[src/rtl/fetch_ctrl.sv]
// fetch_ctrl: picks the PC source each cycle and sequences flush / fetch-valid for the front end.
// Defining FETCH_PERF_CNT_EN adds saturating stall, flush and interrupt counters.
module fetch_ctrl #(
  parameter int                ADDR_W       = 16,
  parameter logic [ADDR_W-1:0] IRQ_VEC      = ADDR_W'(16'h0010),
  parameter int                FLUSH_CYCLES = 2
) (
  input  logic              clk,
  input  logic              reset,
  input  logic [ADDR_W-1:0] pc_cur,
  input  logic [ADDR_W-1:0] pc_seq,
  input  logic              stall,
  input  logic              br_taken,
  input  logic [ADDR_W-1:0] br_target,
  input  logic              irq_req,
  input  logic              irq_ret,
  input  logic              halt_req,
  input  logic              resume,
  output logic              pc_en,
  output logic [ADDR_W-1:0] pc_addr,
  output logic              flush,
  output logic              fetch_valid,
  output logic              irq_ack,
  output logic [ADDR_W-1:0] epc,
  output logic              in_irq,
  output logic [1:0]        state
`ifdef FETCH_PERF_CNT_EN
  ,
  output logic [31:0]       stall_cyc,
  output logic [31:0]       flush_cyc,
  output logic [15:0]       irq_cnt
`endif
);

  typedef enum logic [1:0] {
    RUN   = 2'd0,
    STALL = 2'd1,
    FLUSH = 2'd2,
    HALT  = 2'd3
  } state_t;

  localparam logic [2:0] FLUSH_LOAD     = 3'(FLUSH_CYCLES - 1);
  localparam state_t     REDIRECT_STATE = (FLUSH_CYCLES > 1) ? FLUSH : RUN;

  state_t            state_q, state_d;
  logic [2:0]        cnt_q, cnt_d;
  logic [ADDR_W-1:0] epc_q, epc_d;
  logic              in_irq_q, in_irq_d;
  logic              redirect;

  always_ff @(posedge clk or posedge reset) begin
    if (reset) begin
      state_q  <= RUN;
      cnt_q    <= 3'd0;
      epc_q    <= '0;
      in_irq_q <= 1'b0;
    end else begin
      state_q  <= state_d;
      cnt_q    <= cnt_d;
      epc_q    <= epc_d;
      in_irq_q <= in_irq_d;
    end
  end

  // Redirects are checked first; only a branch may interrupt FLUSH, and irq_ret only acts from RUN/STALL.
  always_comb begin
    pc_en       = 1'b0;
    pc_addr     = pc_seq;
    flush       = 1'b0;
    fetch_valid = 1'b0;
    irq_ack     = 1'b0;
    redirect    = 1'b0;
    state_d     = state_q;
    cnt_d       = cnt_q;
    epc_d       = epc_q;
    in_irq_d    = in_irq_q;
    if (!reset) begin
      if (br_taken) begin
        redirect = 1'b1;
        pc_addr  = br_target;
      end else if (irq_ret && in_irq_q && (state_q == RUN || state_q == STALL)) begin
        redirect = 1'b1;
        pc_addr  = epc_q;
        in_irq_d = 1'b0;
      end else if (irq_req && !in_irq_q && state_q != FLUSH) begin
        redirect = 1'b1;
        pc_addr  = IRQ_VEC;
        irq_ack  = 1'b1;
        epc_d    = pc_cur;
        in_irq_d = 1'b1;
      end else begin
        case (state_q)
          RUN, STALL: begin
            if (halt_req) begin
              state_d = HALT;
            end else if (stall) begin
              state_d = STALL;
            end else begin
              pc_en       = 1'b1;
              fetch_valid = 1'b1;
              state_d     = RUN;
            end
          end
          FLUSH: begin
            flush = 1'b1;
            if (!stall) begin
              pc_en = 1'b1;
              if (cnt_q <= 3'd1) begin
                cnt_d   = 3'd0;
                state_d = RUN;
              end else begin
                cnt_d = cnt_q - 3'd1;
              end
            end
          end
          HALT: begin
            if (resume) state_d = RUN;
          end
          default: state_d = RUN;
        endcase
      end
      if (redirect) begin
        pc_en   = 1'b1;
        flush   = 1'b1;
        cnt_d   = FLUSH_LOAD;
        state_d = REDIRECT_STATE;
      end
    end
  end

  assign epc    = epc_q;
  assign in_irq = in_irq_q;
  assign state  = state_q;

`ifdef FETCH_PERF_CNT_EN
  always_ff @(posedge clk or posedge reset) begin
    if (reset) begin
      stall_cyc <= '0;
      flush_cyc <= '0;
      irq_cnt   <= '0;
    end else begin
      if (stall && !pc_en && stall_cyc != '1) stall_cyc <= stall_cyc + 32'd1;
      if (flush && flush_cyc != '1)           flush_cyc <= flush_cyc + 32'd1;
      if (irq_ack && irq_cnt != '1)           irq_cnt   <= irq_cnt + 16'd1;
    end
  end
`endif

endmodule

[config.mk]
export PLATFORM = sky130hd
export DESIGN_NAME = fetch_ctrl
export DESIGN_NICKNAME = d
export VERILOG_FILES = /design/src/rtl/fetch_ctrl.sv
export SDC_FILE = /design/constraint.sdc
export NUM_CORES = 1
export LEC_CHECK = 0
export CAP_MARGIN = 20
export CORE_MARGIN = 8
export CORE_UTILIZATION = 39
export CTS_BUF_LIST = sky130_fd_sc_hd__clkbuf_4
export DETAILED_ROUTE_END_ITERATION = 6
export GPL_TIMING_DRIVEN = 0
export HOLD_SLACK_MARGIN = 0.06
export PLACE_DENSITY = 0.84
export SLEW_MARGIN = 20
export SYNTH_ARGS = -nofsm -noshare
export SYNTH_HDL_FRONTEND = slang
export SYNTH_SLANG_ARGS = --single-unit
[constraint.sdc]
create_clock -name clk -period 4 [get_ports clk]
set_input_delay 0.8 -clock clk [delete_from_list [all_inputs] [get_ports clk]]
set_output_delay 0.8 -clock clk [all_outputs]
set_load 0.005 [all_outputs]
# Yosys cells after proc, flatten, opt, wreduce, memory -nomap -nowiden
# Cells that the tools add are included.
[op_classes] magnitude_cmp=1 eq_ne=11 n_reduce_logical=14 bitwise=3 add_sub_neg=1 mux=49
[op_table] op="$mux W16" n=4
[op_table] op="$mux W1" n=28
[op_table] op="$mux W3" n=7
[op_table] op="$mux W2" n=8
[op_table] op="$ne A3 B3 Y1 const B" n=3
[op_table] op="$ne A2 B1 Y1 const B" n=4
[op_table] op="$reduce_and A7 Y1" n=1
[op_table] op="$pmux W2 S3" n=1
[op_table] op="$reduce_and A6 Y1" n=1
[op_table] op="$eq A2 B2 Y1 const B" n=2
[op_table] op="$logic_and A1 B1 Y1" n=4
[op_table] op="$reduce_and A4 Y1" n=1
[op_table] op="$reduce_bool A2 Y1" n=2
[op_table] op="$le A3 B1 Y1 const B" n=1
[op_table] op="$not A1 Y1" n=3
[op_table] op="$reduce_and A3 Y1" n=1
[op_table] op="$sub A3 B1 Y3 const B" n=1
[op_table] op="$eq A2 B1 Y1 const B" n=1
[op_table] op="$logic_not A2 Y1" n=1
[op_table] op="$ne A2 B2 Y1 const B" n=1
[op_table] op="$pmux W1 S2" n=1
[op_table] op="$reduce_or A2 Y1" n=1
[op_table] op="$logic_not A1 Y1" n=1
[op_table] op="$logic_or A1 B1 Y1" n=1
[word_totals] word_cells=83 reg_bits=22 out_inout_bits=39 input_bits=56

# Longest topological paths before layout
[depth] ltp_word=9 mapped_depth=6 mapped_depth_nobuf=6

# Worst setup path before layout
# Ideal clock, no wire load.
[synth_path] path_type="input to output" startpoint="input br_taken" endpoint="output pc_addr[10]" stages=5 t_arrival_ns=1.883 path_slack_ns=1.317 t_required_ns=3.200 cell_sequence="buf_2 > nor4_2 > clkbuf_1 > a22oi_1 > o21ai_1"
[synth_via] elab_chain_cells=2
[synth_lines] item="start: declaration" line="13" source="input logic br_taken,"
[synth_lines] item="$mux W16" line="78" source="if (br_taken) begin"
[synth_lines] item="$mux W16" line="77" source="if (!reset) begin"
[synth_lines] item="end: declaration" line="20" source="output logic [ADDR_W-1:0] pc_addr,"
# No other way between the ends.

# Final worst setup path
[layout_path] startpoint="input irq_ret" endpoint="output pc_addr[7]"
[layout_via] elab_chain_cells=5
[layout_lines] item="start: declaration" line="16" source="input logic irq_ret,"
[layout_lines] item="$logic_and A1 B1 Y1 (2 in a row)" line="81" source="end else if (irq_ret && in_irq_q && (state_q == RUN || state_q == STALL)) begin"
[layout_lines] item="$mux W16" line="81"
[layout_lines] item="$mux W16" line="78"
[layout_lines] item="$mux W16" line="77"
# No other way between the ends.

==> impl_metrics.env <==
export IMPL_synth_distinct_cells=37
export IMPL_cts_tree="done"
export IMPL_slew_headroom=0.382
export IMPL_io_buffer_count=93
export IMPL_yosysWarnings=0
export IMPL_syn_to_final_growth_pct=75.4
export IMPL_synth_largest_area_cell="dfrtp_1"
export IMPL_rows=21
export IMPL_drive_above_1_share=0.0966
export IMPL_peakVddDrop_mv=0.263
export IMPL_core_um2=3340
export IMPL_cts_buffer_depth=2
export IMPL_fin_setup_tns_ns=0
export IMPL_clk_pin_slew_ns=0.11
export IMPL_grtUsageTotal=0.162
export IMPL_cp_max_fo=10
export IMPL_drtAntennaViolNets=0
export IMPL_highest_layer="met4"
export IMPL_path_class="in -> out"
export IMPL_ios=95
export IMPL_die_h_um=74.9
export IMPL_grt_pass1_vias=1506
export IMPL_initial_utilization=0.405
export IMPL_grt_pass1_wl_mm=7.13
export IMPL_start_kind="input pin"
export IMPL_routed_wl_met2_mm=2.24
export IMPL_clock_sinks=22
export IMPL_route_detailed_drc=0
export IMPL_worstSkewPairLatency_ns=0.30
export IMPL_worst_pin_slew_ns=0.926
export IMPL_overflow=0
export IMPL_leakage_nw=0.983
export IMPL_wl_met1_mm=1.88
export IMPL_syn_inst=142
export IMPL_grt_max_degree=26
export IMPL_report_final_setup_viol=0
export IMPL_rsz0062_at_grt="no"
export IMPL_synth_seq_cells=22
export IMPL_finalPower_mw=1.01
export IMPL_crit_path_end_kind="primary output"
export IMPL_outcome="completed"
export IMPL_drt_first_pass_iters=4
export IMPL_dp_cells=281
export IMPL_syn_area_um2=1350
export IMPL_hold_class="reg -> reg"
export IMPL_routed_via_density=5.00
export IMPL_wl_mm=4.55
export IMPL_avgSynthCellArea_um2=9.52
export IMPL_finClkSkew_ns=0.000842
export IMPL_dieWidth_um=74.9
export IMPL_syn_num_nets=200
export IMPL_cp_required_ns=3.20
export IMPL_fin_crit_sh=0.955
export IMPL_htreeDepth=1
export IMPL_antenna_found_initial=0
export IMPL_cts_made_buffers=3
export IMPL_synth_area_leaders="dfrtp_1 41%, a22oi_1 8.3%, mux2_2 7.5%, o21ai_1 6.3%, mux2_1 5.8%"
export IMPL_drv_slew=0
export IMPL_wl_met3_um=363
export IMPL_finalWorstPathRequiredPeriod_ns=3.82
export IMPL_diodes=0
export IMPL_arrival_ns=3.02
export IMPL_synth_top_cells_by_count="22 x dfrtp_1, 20 x inv_1, 17 x o21ai_1"
export IMPL_cts_root_buf="clkbuf_4"
export IMPL_timing_fmax_ghz=0.262
export IMPL_maxCapViolations=0
export IMPL_dieArea_um2=5610
export IMPL_fin_cells=284
export IMPL_fin_nets=298
export IMPL_first_iter_violations=40
export IMPL_synth_most_common_cell="dfrtp_1"
export IMPL_fillers=276
export IMPL_routedWlPerCell_um=16.0
export IMPL_via_count=1421
export IMPL_synth_seq_area_share=0.407
export IMPL_async_flop_share=1.00
export IMPL_yosysTopAreaCellShare=0.407
export IMPL_dpl_hpwl_mm=3.74
export IMPL_synth_edf_count=0
export IMPL_cts_hold_buf=0
export IMPL_powerDensity_nw_per_um2=424
export IMPL_hold_violations=0
export IMPL_ys_flop_type="dfrtp_1"
export IMPL_place_gp_congestion=0.869
## worst paths after layout
path                                startpoint              endpoint  slack (ns)  cells past startpoint
max in group asynchronous                reset    epc[7]$_DFFE_PP0P_        1.99                      3
setup / recovery                       irq_ret            pc_addr[7]        0.18                      7
setup reg to reg            in_irq$_DFFE_PP0P_  cnt_q[2]$_DFFE_PP0P_        2.21                      4
min in group asynchronous                reset  state[1]$_DFFE_PP0P_        1.45                      3
hold / removal             epc[14]$_DFFE_PP0P_   epc[14]$_DFFE_PP0P_        0.54                      1
hold reg to reg            epc[14]$_DFFE_PP0P_   epc[14]$_DFFE_PP0P_        0.54                      1
## power by group
part	switching [mW]	internal [mW]	leakage [nW]
clock	0.0627	0.0351	0.0138
sequential	0.0854	0.316	0.268
combinational	0.171	0.335	0.701
total	0.319	0.686	0.983
## registers in the layout (all words and copies together), names as in the netlist
| signal | count |
|---|---|
| epc | 16 |
| cnt_q | 3 |
| state | 2 |
| in_irq | 1 |
## placed cells by master, fill, tap and decap left out, types with 2 or more instances in the layout
| cell | netlist | final |
|---|---|---|
| o211ai_1 | 2 | 2 |
| ha_1 | 2 | 2 |
| mux2_2 | 9 | 9 |
| inv_1 | 20 | 20 |
| clkbuf_4 | 0 | 3 |
| a22oi_1 | 15 | 15 |
| a31oi_1 | 2 | 2 |
| clkbuf_1 | 3 | 3 |
| o21ai_1 | 17 | 17 |
| nor4_1 | 2 | 2 |
| o21ai_0 | 3 | 3 |
| buf_2 | 3 | 3 |
| nor2_1 | 4 | 4 |
| mux2_1 | 7 | 7 |
| a21oi_1 | 3 | 3 |
| dfrtp_1 | 22 | 22 |
| nand2_1 | 7 | 7 |
| clkdlybuf4s50_1 | 0 | 93 |
## stage by stage
step,setup slack [ns],utilization,hold slack (ns),cell area (um2)
floorplan,1.32,-,0.487,1350
global placement,0.0503,0.702,0.507,2340
detailed placement,-0.00271,0.702,0.513,2340
CTS,0.160,0.711,0.537,2370
global route,0.0215,0.711,0.572,2370
finish,0.178,0.711,0.537,2370
## cell type report
class,instances,area (um2),area share
Buffer,6,26.3,0.0111
Clock buffer,3,22.5,0.00949
Inverter,21,78.8,0.0332
Multi-Input combinational cell,93,706,0.297
Sequential cell,22,551,0.232
Tap cell,46,57.6,0.0243
Timing Repair Buffer,93,931,0.392
## worst max-delay path: stages
cell	delay, ns
clkdlybuf4s50_1	0.44
mux2_4	0.28
a221oi_4	0.43
nor2_2	0.16
buf_2	0.23
o21ai_1	0.15
clkdlybuf4s50_1	0.53
## timing repair
action,4_1_cts,5_1_grt
resized for setup,1,0
endpoints found under the setup margin,1,0
setup buffers,0,0
## metal layers
layer / vias to the layer above / track usage
met5: - / 0
met3: 4 / 0.0466
met4: 0 / 0.0391
met2: 52 / 0.275
li1: 707 / -
met1: 658 / 0.195
## cells by family (layout without fill, tap and decap cells)
family                   Yosys count  count (layout)  share of synthesized area
flip-flops                        22              22                      0.407
AO/OA/AOI/OAI                     49              49                      0.247
adder cells (fa/ha/maj)            2               2                     0.0185
AND/OR/NAND/NOR                   25              25                      0.105
buffers and inverters             27             123                     0.0777
multiplexers                      17              17                      0.144
No activity file was read; power rests on OpenSTA's default activity.
